### config.mk
export PLATFORM = sky130hd
export DESIGN_NAME = serial_demux_router
export DESIGN_NICKNAME = d
export VERILOG_FILES = /design/src/rtl/serial_demux_router.sv
export SDC_FILE = /design/constraint.sdc
export NUM_CORES = 1
export LEC_CHECK = 0
export ABC_CLOCK_PERIOD_IN_PS = 2800
export CAP_MARGIN = 20
export CORE_MARGIN = 3
export CORE_UTILIZATION = 38
export DETAILED_ROUTE_END_ITERATION = 16
export GPL_TIMING_DRIVEN = 0
export PLACE_DENSITY_LB_ADDON = 0.1
export SYNTH_ARGS = -nofsm -noshare
export SYNTH_HDL_FRONTEND = slang
export SYNTH_SLANG_ARGS = --single-unit
### constraint.sdc
create_clock -name clk -period 2.8 [get_ports clk]
set_clock_uncertainty 0.05 [all_clocks]
set_input_delay 0.56 -clock clk [delete_from_list [all_inputs] [get_ports clk]]
set_output_delay 0.56 -clock clk [all_outputs]
set_load 0.03 [all_outputs]
### src/rtl/serial_demux_router.sv
// Serial frame receiver: start bit, port id, length, N payload bits, stop bit.
// Payload bits are passed combinationally to the addressed channel while in DATA.
module serial_demux_router #(
  parameter int PORT_W = 2,
  parameter int CNT_W  = 4,
  parameter int FCNT_W = 8
) (
  input  logic                   clk,
  input  logic                   rst,
  input  logic                   clkEn,
  input  logic                   serIn,
  output logic [2**PORT_W-1:0]   serOut,
  output logic [2**PORT_W-1:0]   serOutValid,
  output logic [PORT_W-1:0]      port,
  output logic [CNT_W-1:0]       len,
  output logic                   busy,
  output logic                   done,
  output logic                   frameErr,
  output logic [FCNT_W-1:0]      frameCnt
);
  localparam int NCH    = 2**PORT_W;
  localparam int BCNT_W = $clog2((PORT_W > CNT_W) ? PORT_W : CNT_W) + 1;

  typedef enum logic [2:0] {S_IDLE, S_PORT, S_LEN, S_DATA, S_STOP} state_t;

  state_t              state_q, state_d;
  logic [PORT_W-1:0]   port_q, port_d, port_shift;
  logic [CNT_W-1:0]    len_q, len_d, len_shift;
  logic [BCNT_W-1:0]   bit_cnt_q, bit_cnt_d;
  logic [CNT_W-1:0]    data_cnt_q, data_cnt_d;
  logic                frame_err_q, frame_err_d;
  logic [FCNT_W-1:0]   frame_cnt_q, frame_cnt_d;

  // Width-1 fields degenerate to a plain load of the sampled bit.
  if (PORT_W == 1) begin : g_port_load
    assign port_shift = serIn;
  end else begin : g_port_shift
    assign port_shift = {port_q[PORT_W-2:0], serIn};
  end

  if (CNT_W == 1) begin : g_len_load
    assign len_shift = serIn;
  end else begin : g_len_shift
    assign len_shift = {len_q[CNT_W-2:0], serIn};
  end

  always_ff @(posedge clk) begin
    if (!rst) begin
      state_q     <= S_IDLE;
      port_q      <= '0;
      len_q       <= '0;
      bit_cnt_q   <= '0;
      data_cnt_q  <= '0;
      frame_err_q <= 1'b0;
      frame_cnt_q <= '0;
    end else begin
      state_q     <= state_d;
      port_q      <= port_d;
      len_q       <= len_d;
      bit_cnt_q   <= bit_cnt_d;
      data_cnt_q  <= data_cnt_d;
      frame_err_q <= frame_err_d;
      frame_cnt_q <= frame_cnt_d;
    end
  end

  always_comb begin
    state_d     = state_q;
    port_d      = port_q;
    len_d       = len_q;
    bit_cnt_d   = bit_cnt_q;
    data_cnt_d  = data_cnt_q;
    frame_err_d = 1'b0;
    frame_cnt_d = frame_cnt_q;
    if (clkEn) begin
      case (state_q)
        S_IDLE: begin
          if (!serIn) begin
            state_d   = S_PORT;
            bit_cnt_d = '0;
          end
        end
        S_PORT: begin
          port_d = port_shift;
          if (bit_cnt_q == BCNT_W'(PORT_W - 1)) begin
            state_d   = S_LEN;
            bit_cnt_d = '0;
          end else begin
            bit_cnt_d = bit_cnt_q + BCNT_W'(1);
          end
        end
        S_LEN: begin
          len_d = len_shift;
          if (bit_cnt_q == BCNT_W'(CNT_W - 1)) begin
            bit_cnt_d = '0;
            if (len_shift == '0) begin
              state_d = S_STOP;
            end else begin
              state_d    = S_DATA;
              data_cnt_d = len_shift;
            end
          end else begin
            bit_cnt_d = bit_cnt_q + BCNT_W'(1);
          end
        end
        S_DATA: begin
          data_cnt_d = data_cnt_q - CNT_W'(1);
          if (data_cnt_q == CNT_W'(1)) state_d = S_STOP;
        end
        S_STOP: begin
          state_d = S_IDLE;
          if (serIn) frame_cnt_d = frame_cnt_q + FCNT_W'(1);
          else       frame_err_d = 1'b1;
        end
        default: state_d = S_IDLE;
      endcase
    end
  end

  always_comb begin
    serOutValid = '0;
    serOut      = '0;
    if (state_q == S_DATA) begin
      serOutValid[port_q] = clkEn;
      serOut[port_q]      = serIn;
    end
    busy = (state_q != S_IDLE);
    done = ~busy;
  end

  assign port     = port_q;
  assign len      = len_q;
  assign frameErr = frame_err_q;
  assign frameCnt = frame_cnt_q;

  // Keeps NCH referenced for readers; it equals the output vector width.
  logic unused_ok;
  assign unused_ok = (NCH == 0);
endmodule

==> summary.txt, run 1 <==
Fill cells -> 356
Hold Slack -> 0.422 ns
Start point of the worst hold path -> data_cnt_q[1]
Maximum buffer depth of the clock tree -> 2
Leading cell type by number of instances after synthesis -> dfxtp_1
Initial drt markers -> 98
Kind of end point of the critical path -> primary output
Wire length per cell -> 13.9 um
Required time at the endpoint of the critical path -> 2.19 ns
End of the worst register-to-register path -> state_q[1]
Internal power -> 0.491 mW
Sort of element at the start of the critical path -> flip-flop
Crit path DAT -> 2.03 ns
Total routed wirelength -> 3.54 mm
Part of the total power dissipated in the clock network -> 32.7%
Slowest library cell on the worst path -> clkdlybuf4s50_1
Number of sinks handled by clock tree synthesis -> 25
Initial cell density of the core -> 41.6%
Worst reg-to-reg setup slack -> 1.02 ns
Via count -> 1388
Worst hold path class -> reg2reg
Num rows -> 21
Buffers plus inverters on the worst setup path -> 1
Number of inserted diodes -> 0
Clock slew at the register clock pins of the worst setup and hold paths -> 0.09 ns
RePlAce Congestion -> 0.784
CTS H-tree lvls -> 1
NetSw -> 0.177 mW
Max-cap violations -> 0
Tmin final -> 2.64 ns
Least-Margin Pin Slew -> 0.544 ns
Combined area of all synthesized cells -> 1470 um2
First-pass GRT wire length -> 5.55 mm
Leakage component of the power -> 0.739 nW
Switching share of power -> 26.5%
Number of global-route vias before repair -> 1162
Synthesized netlist net count -> 188
Total negative slack -> 0 ns
DP Wirelength -> 2.65 mm
Final Hold Viols -> 0
Worst stage delay on the critical path -> 0.67 ns
Antenna-violating nets left -> 0
Startpoint of the most critical register-to-register path -> data_cnt_q[0]
Commonest register cell after synthesis -> dfxtp_1
Number of buffers added by the clock tree synthesis step -> 3
Vertical extent of the die -> 68.1 um
Global router's overall resource usage -> 16.0%
Total power of the final layout -> 0.667 mW
CTS tree -> built
Gate family responsible for the most delay along the worst path -> buffers and inverters
Final worst-path cycle share -> 94.4%
Area share of the largest cell type after synthesis -> 34.1%
Total area of multi-input combinational cells -> 881 um2
Area added between synthesis and finish -> 26.5%
Root buffer cell -> clkbuf_8
Post-layout net count -> 221
Synthesis warning total -> 0
Non-Filler Instances -> 255
Via-to-Cell Ratio -> 5.44
Average cell area after synthesis -> 8.28 um2
Max Transition Viols Final -> 0
Worst-case headroom to the max-slew limit -> 63.4%
Storage cell area -> 500 um2
Achievable clock frequency -> 378 MHz
Total of flip-flops plus latches after synthesis -> 25
Sequential-to-total area share from yosys stat -> 34.1%
# port buffers -> 28
Final core utilization -> 52.7%
Floorplan core area -> 3520 um2
Cell-by-cell listing of the critical path -> and3b_2 -> nand2_1 -> nor2_1 -> clkdlybuf4s50_1
Startpoint of the most critical setup path -> state_q[1]
Ys async rst share -> 0%
Hold path cells -> 2
Number of instances in the synthesized netlist -> 177
Setup Viol. Count Final -> 0
Maximum fanout along the worst path -> 6
Fraction of power consumed by sequential logic -> 54.0%
Maximum number of pins on one net before global-route repair -> 15
Chip width -> 68.1 um
Critical Setup Path Class -> reg2out
Unrepaired setup endpoints after global routing -> no
Hold Path Sink -> data_cnt_q[1]
Cell taking the most area after synthesis -> dfxtp_1
Max IR drop VDD -> 0.000192 V
Number of distinct library cells after synthesis -> 45
Post-synth EDFFs -> 0
Final routed DRC violation total -> 0
Residual overflow from global routing -> 0
Logic depth of the worst register-to-register path -> 5
Largest cells by area after synthesis -> dfxtp_1 34%, ha_1 6.0%, nand2_1 4.4%
Die Outline Area -> 4640 um2
Post-synth top cells -> 25 x dfxtp_1, 17 x nand2_1, 16 x nor2_1, 13 x inv_1, 12 x a21oi_1
Ratio of cells with drive above 1 in the final layout -> 8.13%
PwrDens -> 360 nW/um2
Outcome -> finished clean
Clock latency on the worst-skew pair -> 0.27 ns
DRT Pass-1 Iters -> 4
Antenna violations before repair -> 0
Share of power burned in combinational logic -> 13.3%
Number of top-level design ports -> 29
Post-Place Cells -> 251
==> through the flow <==
stage | worst slack [ns] | area, um2
6_report | 0.158 | 1850
5_1_grt | 0.0318 | 1850
4_1_cts | 0.0377 | 1850
3_5_place_dp | -0.0461 | 1800
3_3_place_gp | -0.0301 | 1800
2_1_floorplan | 0.709 | 1470
==> cells by family (layout without fill, tap and decap cells) <==
logic type / Yosys count / in the layout / share of synthesized area [%]
and+or+nand+nor: 76 / 76 / 29.9
buffers and inverters: 20 / 52 / 5.89
AOI/OAI and AO/OA: 40 / 40 / 18.3
xor gates and xnor gates: 5 / 5 / 2.99
DFF: 25 / 25 / 34.1
muxes: 4 / 4 / 2.82
adders and majority gates: 7 / 7 / 5.97
==> how the worst max path moves through the flow <==
stage | endpoint | slack, ns | cells after the start
2_1_floorplan | serOutValid[0] | 0.71 | 3
3_3_place_gp | serOutValid[0] | -0.03 | 4
3_5_place_dp | serOutValid[2] | -0.05 | 4
4_1_cts | serOut[1] | 0.04 | 5
5_1_grt | serOutValid[3] | 0.03 | 4
6_report | serOutValid[3] | 0.16 | 4
==> per-layer routing <==
layer,up-vias,GRT usage (%),routed length [um]
met2,35,24.9,1610
li1,692,-,-
met1,657,21.9,1710
met3,4,2.63,166
met4,0,5.96,56
met5,-,0,0
==> cells in the final DEF (no fill, tap or decap), types with 2 or more instances in the layout <==
cell type	netlist	layout
xnor2_1	3	3
nand3_1	4	4
a31oi_1	2	2
clkbuf_8	0	3
nor4_1	2	2
nor2b_1	2	2
nand2_1	17	17
inv_1	13	13
or3_1	4	4
dfxtp_1	25	25
nand3b_1	2	2
clkbuf_1	2	2
a21oi_1	12	12
nor3_1	10	10
a211o_1	2	2
buf_2	3	3
nand3b_4	2	2
dlymetal6s2s_1	0	3
nand4_1	2	2
a21o_1	2	2
o21ai_0	10	10
buf_4	2	2
mux2i_1	3	3
nor2_1	16	16
clkdlybuf4s50_1	0	21
nor3b_1	2	2
and2_1	3	3
xor2_1	2	2
ha_1	7	7
dlygate4sd2_1	0	4
nand2b_1	4	4
o31ai_1	2	2
==> sequential cells by signal, summed over array words and instances (netlist names) <==
signal	count
port	2
len	4
state_q	3
bit_cnt_q	3
data_cnt_q	4
frameErr	1
frameCnt	8
==> power by group through the flow <==
stage,clock network [mW],logic [mW],registers (mW)
5_1_grt,0.237,0.0967,0.361
3_3_place_gp,0,0.0877,0.369
6_report,0.218,0.0887,0.360
4_1_cts,0.222,0.0889,0.360
3_5_place_dp,0,0.0885,0.369
2_1_floorplan,0,0.0585,0.370
==> final cells by class <==
type | count | area share [%]
multi-input combinational | 132 | 47.5
sequential | 25 | 27.0
timing repair buffer | 28 | 15.2
tap | 46 | 3.10
inverter | 13 | 2.63
clock buffer | 3 | 2.23
buffer | 7 | 2.02
clock inverter | 1 | 0.270
==> timing repair <==
| item | CTS | global route |
|---|---|---|
| gates resized for setup | 4 | 4 |
| hold buffers | 0 | 0 |
| endpoints found under the setup margin | 4 | 4 |
| buffers inserted | 0 | 0 |
| cloned | 0 | 0 |
==> worst min-delay path: cells and delay by family (launching register included) <==
kind,cells,cell delay (ns)
AND/OR/NAND/NOR,1,0.05
AO/OA/AOI/OAI,1,0.05
flip-flops,1,0.33
Power figures use the tool's default switching activity.
==> inputs of run 2 (changes only) <==
==> constraint.sdc (replaced) <==
create_clock -name clk -period 2.8 [get_ports clk]
set_clock_uncertainty 0.05 [all_clocks]
set_input_delay 0.28 -clock clk [delete_from_list [all_inputs] [get_ports clk]]
set_output_delay 0.28 -clock clk [all_outputs]
set_load 0.03 [all_outputs]
==> summary.txt, run 2 (synthesis results as in run 1) <==
Outcome -> finished clean
Initial drt markers -> 77
Number of sinks handled by clock tree synthesis -> 25
Final standard cell area without fillers -> 1850 um2
Required time at the endpoint of the critical path -> 2.47 ns
Global router's overall resource usage -> 15.9%
End of the worst register-to-register path -> state_q[1]
Via count -> 1383
Antenna violations before repair -> 0
Least-Margin Pin Slew -> 0.549 ns
Num rows -> 21
Number of global-route vias before repair -> 1162
First-pass GRT wire length -> 5.54 mm
Area added between synthesis and finish -> 26.2%
Number of inserted diodes -> 0
Most frequent cells in the layout -> 28 x clkdlybuf4s50_1, 25 x dfxtp_1, 17 x nand2_1
Post-cts resize count -> 0
Number of buffers inserted to repair setup after CTS -> 0
Residual overflow from global routing -> 0
Number of top-level design ports -> 29
Root buffer cell -> clkbuf_8
Ratio of cells with drive above 1 in the final layout -> 7.66%
Chip width -> 68.1 um
Final Hold Viols -> 0
Kind of end point of the critical path -> primary output
Commonest non-fill, non-tap cell in the layout -> clkdlybuf4s50_1
Initial cell density of the core -> 41.6%
Startpoint of the most critical register-to-register path -> data_cnt_q[0]
Storage cell area -> 500 um2
Post-Place Cells -> 251
Non-Filler Instances -> 255
Clock latency on the worst-skew pair -> 0.27 ns
DRT Pass-1 Iters -> 4
Clock slew at the register clock pins of the worst setup and hold paths -> 0.09 ns
Critical Setup Path Class -> reg2out
CTS tree -> built
Worst hold path class -> reg2reg
Vertical extent of the die -> 68.1 um
Setup Viol. Count Final -> 0
Final worst-path cycle share -> 87.1%
CTS H-tree lvls -> 1
RePlAce Congestion -> 0.784
Destination of the critical timing path -> serOut[1]
Number of buffers added by the clock tree synthesis step -> 3
Flip-flop count of the largest register after layout -> 8
Total negative slack -> 0 ns
DP Wirelength -> 2.65 mm
Worst reg-to-reg setup slack -> 1.02 ns
Floorplan core area -> 3520 um2
Via-to-Cell Ratio -> 5.42
Unrepaired setup endpoints after global routing -> no
Achievable clock frequency -> 410 MHz
Crit path DAT -> 2.11 ns
Total area of multi-input combinational cells -> 880 um2
Leakage component of the power -> 0.673 nW
Max-cap violations -> 0
Hold Buf Count CTS -> 0
Wire length per cell -> 13.8 um
Max IR drop VDD -> 0.000191 V
Worst-case headroom to the max-slew limit -> 63.1%
Maximum number of pins on one net before global-route repair -> 15
# port buffers -> 28
Area post-placement -> 1800 um2
Die Outline Area -> 4640 um2
Maximum fanout along the worst path -> 6
Total routed wirelength -> 3.52 mm
Antenna-violating nets left -> 0
Fill cells -> 351
Final routed DRC violation total -> 0
Post-layout net count -> 221
Startpoint of the most critical setup path -> state_q[1]
Maximum buffer depth of the clock tree -> 2
PwrDens -> 360 nW/um2
Sort of element at the start of the critical path -> flip-flop
Max Transition Viols Final -> 0
Logic depth of the worst register-to-register path -> 5
Tmin final -> 2.44 ns
[run 2: cell count changes in the layout (fill, tap and decap cells not counted), sizes merged]
cell,delta
clkdlybuf4s50,+7
dlygate4sd2,-4
dlymetal6s2s,-3
[run 2: final cells by class]
cell class,instances,area share [%]
Buffer,7,2.03
Clock buffer,3,2.23
Clock inverter,1,0.270
Inverter,13,2.64
Multi-Input combinational cell,132,47.5
Sequential cell,25,27.0
Tap cell,46,3.11
Timing Repair Buffer,28,15.1
[run 2: power breakdown]
group	leakage, nW	total [mW]	internal [mW]	switching [mW]
logic	0.446	0.0888	0.0329	0.0558
clock network	0.0255	0.217	0.0996	0.118
registers	0.202	0.360	0.358	0.00223
[run 2: per-layer routing]
metal	routed length (um)	track usage, %	vias to the layer above
met5	0	0	-
met4	61	5.96	0
met3	174	2.46	6
met2	1580	24.9	38
met1	1700	21.9	646
li1	-	-	693
[run 2: metrics by stage]
stage / total power, mW / util, % / hold WS [ns] / setup slack (ns)
after floorplan: 0.428 / - / 0.379 / 0.989
after global placement: 0.456 / 51.2 / 0.406 / 0.530
after detailed placement: 0.457 / 51.2 / 0.413 / 0.514
after CTS: 0.672 / 52.6 / 0.426 / 0.352
after global routing: 0.694 / 52.6 / 0.449 / 0.224
final: 0.666 / 52.6 / 0.422 / 0.361
[run 2: worst min-delay path by stage]
stage,from,end,slack (ns),depth (start not counted)
after floorplan,rst,data_cnt_q[2],0.38,2
after global placement,data_cnt_q[1],data_cnt_q[1],0.41,2
after detailed placement,data_cnt_q[1],data_cnt_q[1],0.41,2
after CTS,data_cnt_q[1],data_cnt_q[1],0.43,2
after global routing,data_cnt_q[1],data_cnt_q[1],0.45,2
final,data_cnt_q[1],data_cnt_q[1],0.42,2
[run 2: worst max-delay path: stages (launching register included)]
cell and delay [ns]:
dfxtp_1 0.50, and3b_1 0.38, nand2_1 0.16, nor2_1 0.12, clkdlybuf4s50_1 0.67
==> variant 1, RTL diff (config.mk and constraints of run 2) <==
Add an input register stage for `serIn`, with the module's reset; this delays it by one clock.
--- a/src/rtl/serial_demux_router.sv
+++ b/src/rtl/serial_demux_router.sv
@@ -25,2 +25,12 @@
 
+  logic serIn_q;
+
+  always_ff @(posedge clk) begin
+    if (!rst) begin
+      serIn_q <= '0;
+    end else begin
+      serIn_q <= serIn;
+    end
+  end
+
   state_t              state_q, state_d;
@@ -35,5 +45,5 @@
   if (PORT_W == 1) begin : g_port_load
-    assign port_shift = serIn;
+    assign port_shift = serIn_q;
   end else begin : g_port_shift
-    assign port_shift = {port_q[PORT_W-2:0], serIn};
+    assign port_shift = {port_q[PORT_W-2:0], serIn_q};
   end
@@ -41,5 +51,5 @@
   if (CNT_W == 1) begin : g_len_load
-    assign len_shift = serIn;
+    assign len_shift = serIn_q;
   end else begin : g_len_shift
-    assign len_shift = {len_q[CNT_W-2:0], serIn};
+    assign len_shift = {len_q[CNT_W-2:0], serIn_q};
   end
@@ -77,3 +87,3 @@
         S_IDLE: begin
-          if (!serIn) begin
+          if (!serIn_q) begin
             state_d   = S_PORT;
@@ -111,3 +121,3 @@
           state_d = S_IDLE;
-          if (serIn) frame_cnt_d = frame_cnt_q + FCNT_W'(1);
+          if (serIn_q) frame_cnt_d = frame_cnt_q + FCNT_W'(1);
           else       frame_err_d = 1'b1;
@@ -124,3 +134,3 @@
       serOutValid[port_q] = clkEn;
-      serOut[port_q]      = serIn;
+      serOut[port_q]      = serIn_q;
     end
Formal check against the unedited RTL: not equivalent (Yosys sat finds a counterexample within 4 cycles, from zero or initial values and one cycle with rst low).
==> variant 1 against run 2 <==
  * Wire length shrank 2.4%
  * Global-route usage grew 0.83 points
  * Power grew 18%
  * Cell area is the same
  * Combinational power grew 2%
  * Sequential share of layout area grew 1.1 points
  * Area after synthesis shrank 1.4%
  * Setup slack lost 0.16 ns
  * Sequential cell count grew 1
==> variant 1: results (changes against run 2) <==
stage;metric;value;unit;change
worst_hold_path;hold_end;state_q[1]$_SDFFE_PN0P_;;
layout;antenna_cells;0;;unchanged
power_and_ir_drop;total_leakage_power;0.000659;uW;-2.2%
yosys;yosys.cell_types.count;40;;-11%
yosys;postSynthAreaPerCell;7.99;um^2;-3.5%
worst_setup_path;rr_worst_depth;4;;-1
sta;tightest_slew;0.519;ns;-0.0298 ns
layout;drive_gt1_frac;0.0425;;-0.0341
worst_setup_path;slowest_delay;0.70;ns;+0.03 ns
worst_setup_path;crit_fanout;10;;+4
grt;grt_pass1_wl;5910;um;+6.6%
placement;gp_congestion;0.797;;+1.7%
sta;fin_setup_tns;0;ns;unchanged
status;status;finished, final reports clean;;
placement;place.port_buffers;27;;-3.6%
power_and_ir_drop;p_switching;188;uW;+7.1%
grt;grtUsageTotal;0.168;;+0.00833
power_and_ir_drop;pwr_density_cell;426;nW/um^2;+18%
sta;clock.fmax;0.385;GHz;-6.1%
worst_hold_path;hold_depth;3;;+1
sta;holdWs;0.386;ns;-0.0358 ns
layout;fillers;339;;-3.4%
grt;grt_pass1_vias;1317;;+13%
layout;area.sequential;520;um^2;+4.0%
routing;drt_iter0_markers;54;;-30%
grt;grt_max_degree;16;;+1
yosys;synth_seq_area_share;0.360;;+0.0186
layout;largest_reg_flops;8;;unchanged
power_and_ir_drop;pg_clk;321;uW;+48%
worst_hold_path;worstHoldStart;clkEn;;
layout;fin_cells;258;;+1.2%
layout;nNetsFinal;224;;+1.4%
yosys;synth.top_cells.by_count;30 x nor2_1, 26 x dfxtp_1, 13 x nand2_1, 11 x inv_1;;
worst_setup_path;slowest_stage;clkdlybuf4s50_1;;
placement;dp.cells;254;;+1.2%
worst_setup_path;ff2ff_setup_slack;0.94;ns;-0.08 ns
yosys;syn_nets;192;;+2.1%
placement;dp_hpwl;2550;um;-3.9%
placement;placed_cell_area;1770;um^2;-1.7%
clock_tree;worst_skew_pair.late_latency;0.27;ns;about the same
power_and_ir_drop;seqPwrFrac;0.478;;-0.063
placement;post-place-ws;0.477;ns;-0.0370 ns
power_and_ir_drop;ir_worst_vdd;0.000195;V;+2.2%
yosys;synthTopCellsByArea;dfxtp_1 36%, nor2_1 7.8%, ha_1 6.1%;;
worst_hold_path;min_path_type;input pin to register;;
worst_setup_path;r2r-end;state_q[2]$_SDFFE_PN0P_;;
grt;antenna_found_initial;0;;unchanged
routing;vias;1360;;-1.7%
routing;wl_per_cell;13.3;um;-3.5%
worst_setup_path;worstPathArrival;2.27;ns;+0.16 ns
==> variant 1: cell count changes after synthesis, sizes merged, moves of 4 or more <==
cell,run 2,this run
nor2,16,30
o21ai,12,5
nand2,17,13
a21oi,12,8
nand3,4,8
==> variant 1: metal layers <==
layer	vias to the layer above	GRT usage	part of all wire
met2	28	0.275	0.47
li1	698	-	-
met1	627	0.221	0.48
met5	-	0	0
met3	7	0.0266	0.037
met4	0	0.0582	0.014
==> variant 1: layout make-up <==
class / count / area share
Timing Repair Buffer: 27 / 0.149
Clock inverter: 1 / 0.0162
Buffer: 8 / 0.0216
Sequential cell: 26 / 0.281
Clock buffer: 3 / 0.0223
Inverter: 11 / 0.0223
Multi-Input combinational cell: 136 / 0.456
Tap cell: 46 / 0.0311
==> variant 1: worst min-delay path: stages <==
cell and delay [ns]:
clkbuf_1 0.19, nand3_1 0.12, o21ai_0 0.07
==> variant 1: how the worst max path moves through the flow <==
stage / end / startpoint / cells past startpoint
6_report: serOut[0] / state_q[1]$_SDFFE_PN0P_ / 4
5_1_grt: serOutValid[0] / state_q[1]$_SDFFE_PN0P_ / 4
4_1_cts: serOutValid[2] / state_q[1]$_SDFFE_PN0P_ / 4
3_5_place_dp: serOutValid[2] / state_q[1]$_SDFFE_PN0P_ / 4
3_3_place_gp: serOut[0] / state_q[1]$_SDFFE_PN0P_ / 4
2_1_floorplan: serOutValid[0] / state_q[1]$_SDFFE_PN0P_ / 3
==> variant 1: cell families (layout without fill, tap and decap cells) <==
logic type | Yosys count | count (layout) | share of synthesized area
xor+xnor | 5 | 5 | 0.0303
mux | 6 | 6 | 0.0415
simple gates | 87 | 87 | 0.302
buf+inv | 19 | 50 | 0.0562
flops | 26 | 26 | 0.360
fa+ha+maj | 7 | 7 | 0.0606
compound gates | 31 | 31 | 0.150
==> variant 2, RTL diff (flow settings as in run 2) <==
Made on the original files. The parameter `FCNT_W` goes from 8 to 7.
--- a/src/rtl/serial_demux_router.sv
+++ b/src/rtl/serial_demux_router.sv
@@ -5,3 +5,3 @@
   parameter int CNT_W  = 4,
-  parameter int FCNT_W = 8
+  parameter int FCNT_W = 7
 ) (
Interface: changed (resized frameCnt); port bits go from 29 to 28. No check against the original RTL was run, so the function may have changed too.
==> variant 2 against run 2 <==
  * Clock power up 42%
  * Power up 11%
  * Area after synthesis down 1.9%
  * Sequential power down 4%
  * Wire length up 0.26%
  * Sequential cell count down 1
  * Cell area down 1.8%
  * Setup slack worse by 0.051 ns
  * Critical endpoint unchanged
  * Largest power group unchanged
==> variant 2: results (changes against run 2) <==
stage;metric;value;unit;change
placement;dp_hpwl;2630;um;-0.89%
layout;drive_gt1_frac;0.0821;;+0.00557
worst_setup_path;crit_family;buffers and inverters;;
sta;tightest_slew;0.571;ns;+0.0224 ns
routing;drc;0;;unchanged
yosys;syn_nets;189;;+0.53%
worst_setup_path;crit_fanout;10;;+4
yosys;synth_seq_area_share;0.334;;-0.00738
worst_hold_path;min_path_type;input pin to register;;
grt;grt_pass1_wl;6020;um;+8.7%
placement;dp.cells;249;;-0.80%
yosys;synth.top_cells.by_count;24 x dfxtp_1, 21 x nand2_1, 17 x nor2_1, 15 x a21oi_1, 12 x inv_1;;
worst_setup_path;slowest_stage;clkdlybuf4s50_1;;
worst_setup_path;slowest_delay;0.71;ns;+0.04 ns
worst_setup_path;worstPathArrival;2.16;ns;+0.05 ns
placement;gp_congestion;0.852;;+8.7%
routing;vias_per_cell;5.34;;-1.5%
grt;grtUsageTotal;0.172;;+0.0131
routing;wl_met3;133;um;-24%
routing;route.met2.wl;1700;um;+7.4%
routing;drt_iter0_markers;68;;-12%
power_and_ir_drop;ir_worst_vdd;0.000159;V;-17%
routing;met1Wirelength;1640;um;-4.0%
layout;largest_reg_flops;7;;-1
status;status;finished, final reports clean;;
power_and_ir_drop;total_leakage_power;0.000633;uW;-5.9%
yosys;synthTopCellsByArea;dfxtp_1 33%, ha_1 6.1%, nand2_1 5.5%;;
placement;post-place-ws;0.636;ns;+0.123 ns
yosys;postSynthAreaPerCell;8.08;um^2;-2.4%
clock_tree;ctsResizeCount;0;;unchanged
clock_tree;cts.htree.levels;1;;unchanged
placement;place.port_buffers;25;;-11%
routing;wl_per_cell;14.0;um;+1.0%
layout;antenna_cells;0;;unchanged
layout;nNetsFinal;219;;-0.90%
grt;grt_pass1_vias;1290;;+11%
routing;drt_wl_total;3530;um;+0.26%
yosys;yosys.cell_types.count;42;;-6.7%
clock_tree;cts_buffers;3;;unchanged
## variant 2: layer usage
layer	GRT usage	up-vias
met2	0.289	32
met1	0.219	636
met4	0.0785	0
met5	0	-
met3	0.0200	5
li1	-	678
## variant 2: final cells by class
cell class	count	area, um^2
clock inverter	1	30.0
timing repair buffer	25	250
inverter	12	45.0
clock buffer	3	41.3
multi-input combinational	130	846
buffer	12	67.6
fill	332	1680
sequential	24	480
tap	46	57.6
## variant 2: where the power goes
part	total [uW]	internal, uW	switching (uW)
Clock	309	191	117
Sequential	347	344	2.97
Combinational	81.0	30.5	50.4
## variant 2: per-stage QoR
step,area [um^2],hold WS [ns]
floorplan,1440,0.348
global placement,1750,0.406
detailed placement,1750,0.412
CTS,1820,0.153
global route,1820,0.176
finish,1820,0.161
## variant 2: worst paths after layout
check | end | cells past startpoint | slack [ns] | startpoint
hold reg to reg | data_cnt_q[1]$_SDFFE_PN0P_ | 2 | 0.42 | data_cnt_q[1]$_SDFFE_PN0P_
hold / removal | frameErr$_SDFF_PN0_ | 2 | 0.16 | serIn
setup reg to reg | bit_cnt_q[1]$_SDFFE_PN0P_ | 6 | 0.95 | bit_cnt_q[0]$_SDFFE_PN0P_
setup / recovery | serOut[1] | 5 | 0.31 | state_q[2]$_SDFFE_PN0P_
## variant 2: cells by family (layout without fill, tap and decap cells)
family / Yosys count / count (layout) / synth area share
compound gates: 40 / 40 / 0.176
xor+xnor: 6 / 6 / 0.0365
fa+ha+maj: 7 / 7 / 0.0609
buf+inv: 24 / 53 / 0.0783
flops: 24 / 24 / 0.334
mux: 1 / 1 / 0.00696
simple gates: 76 / 76 / 0.308
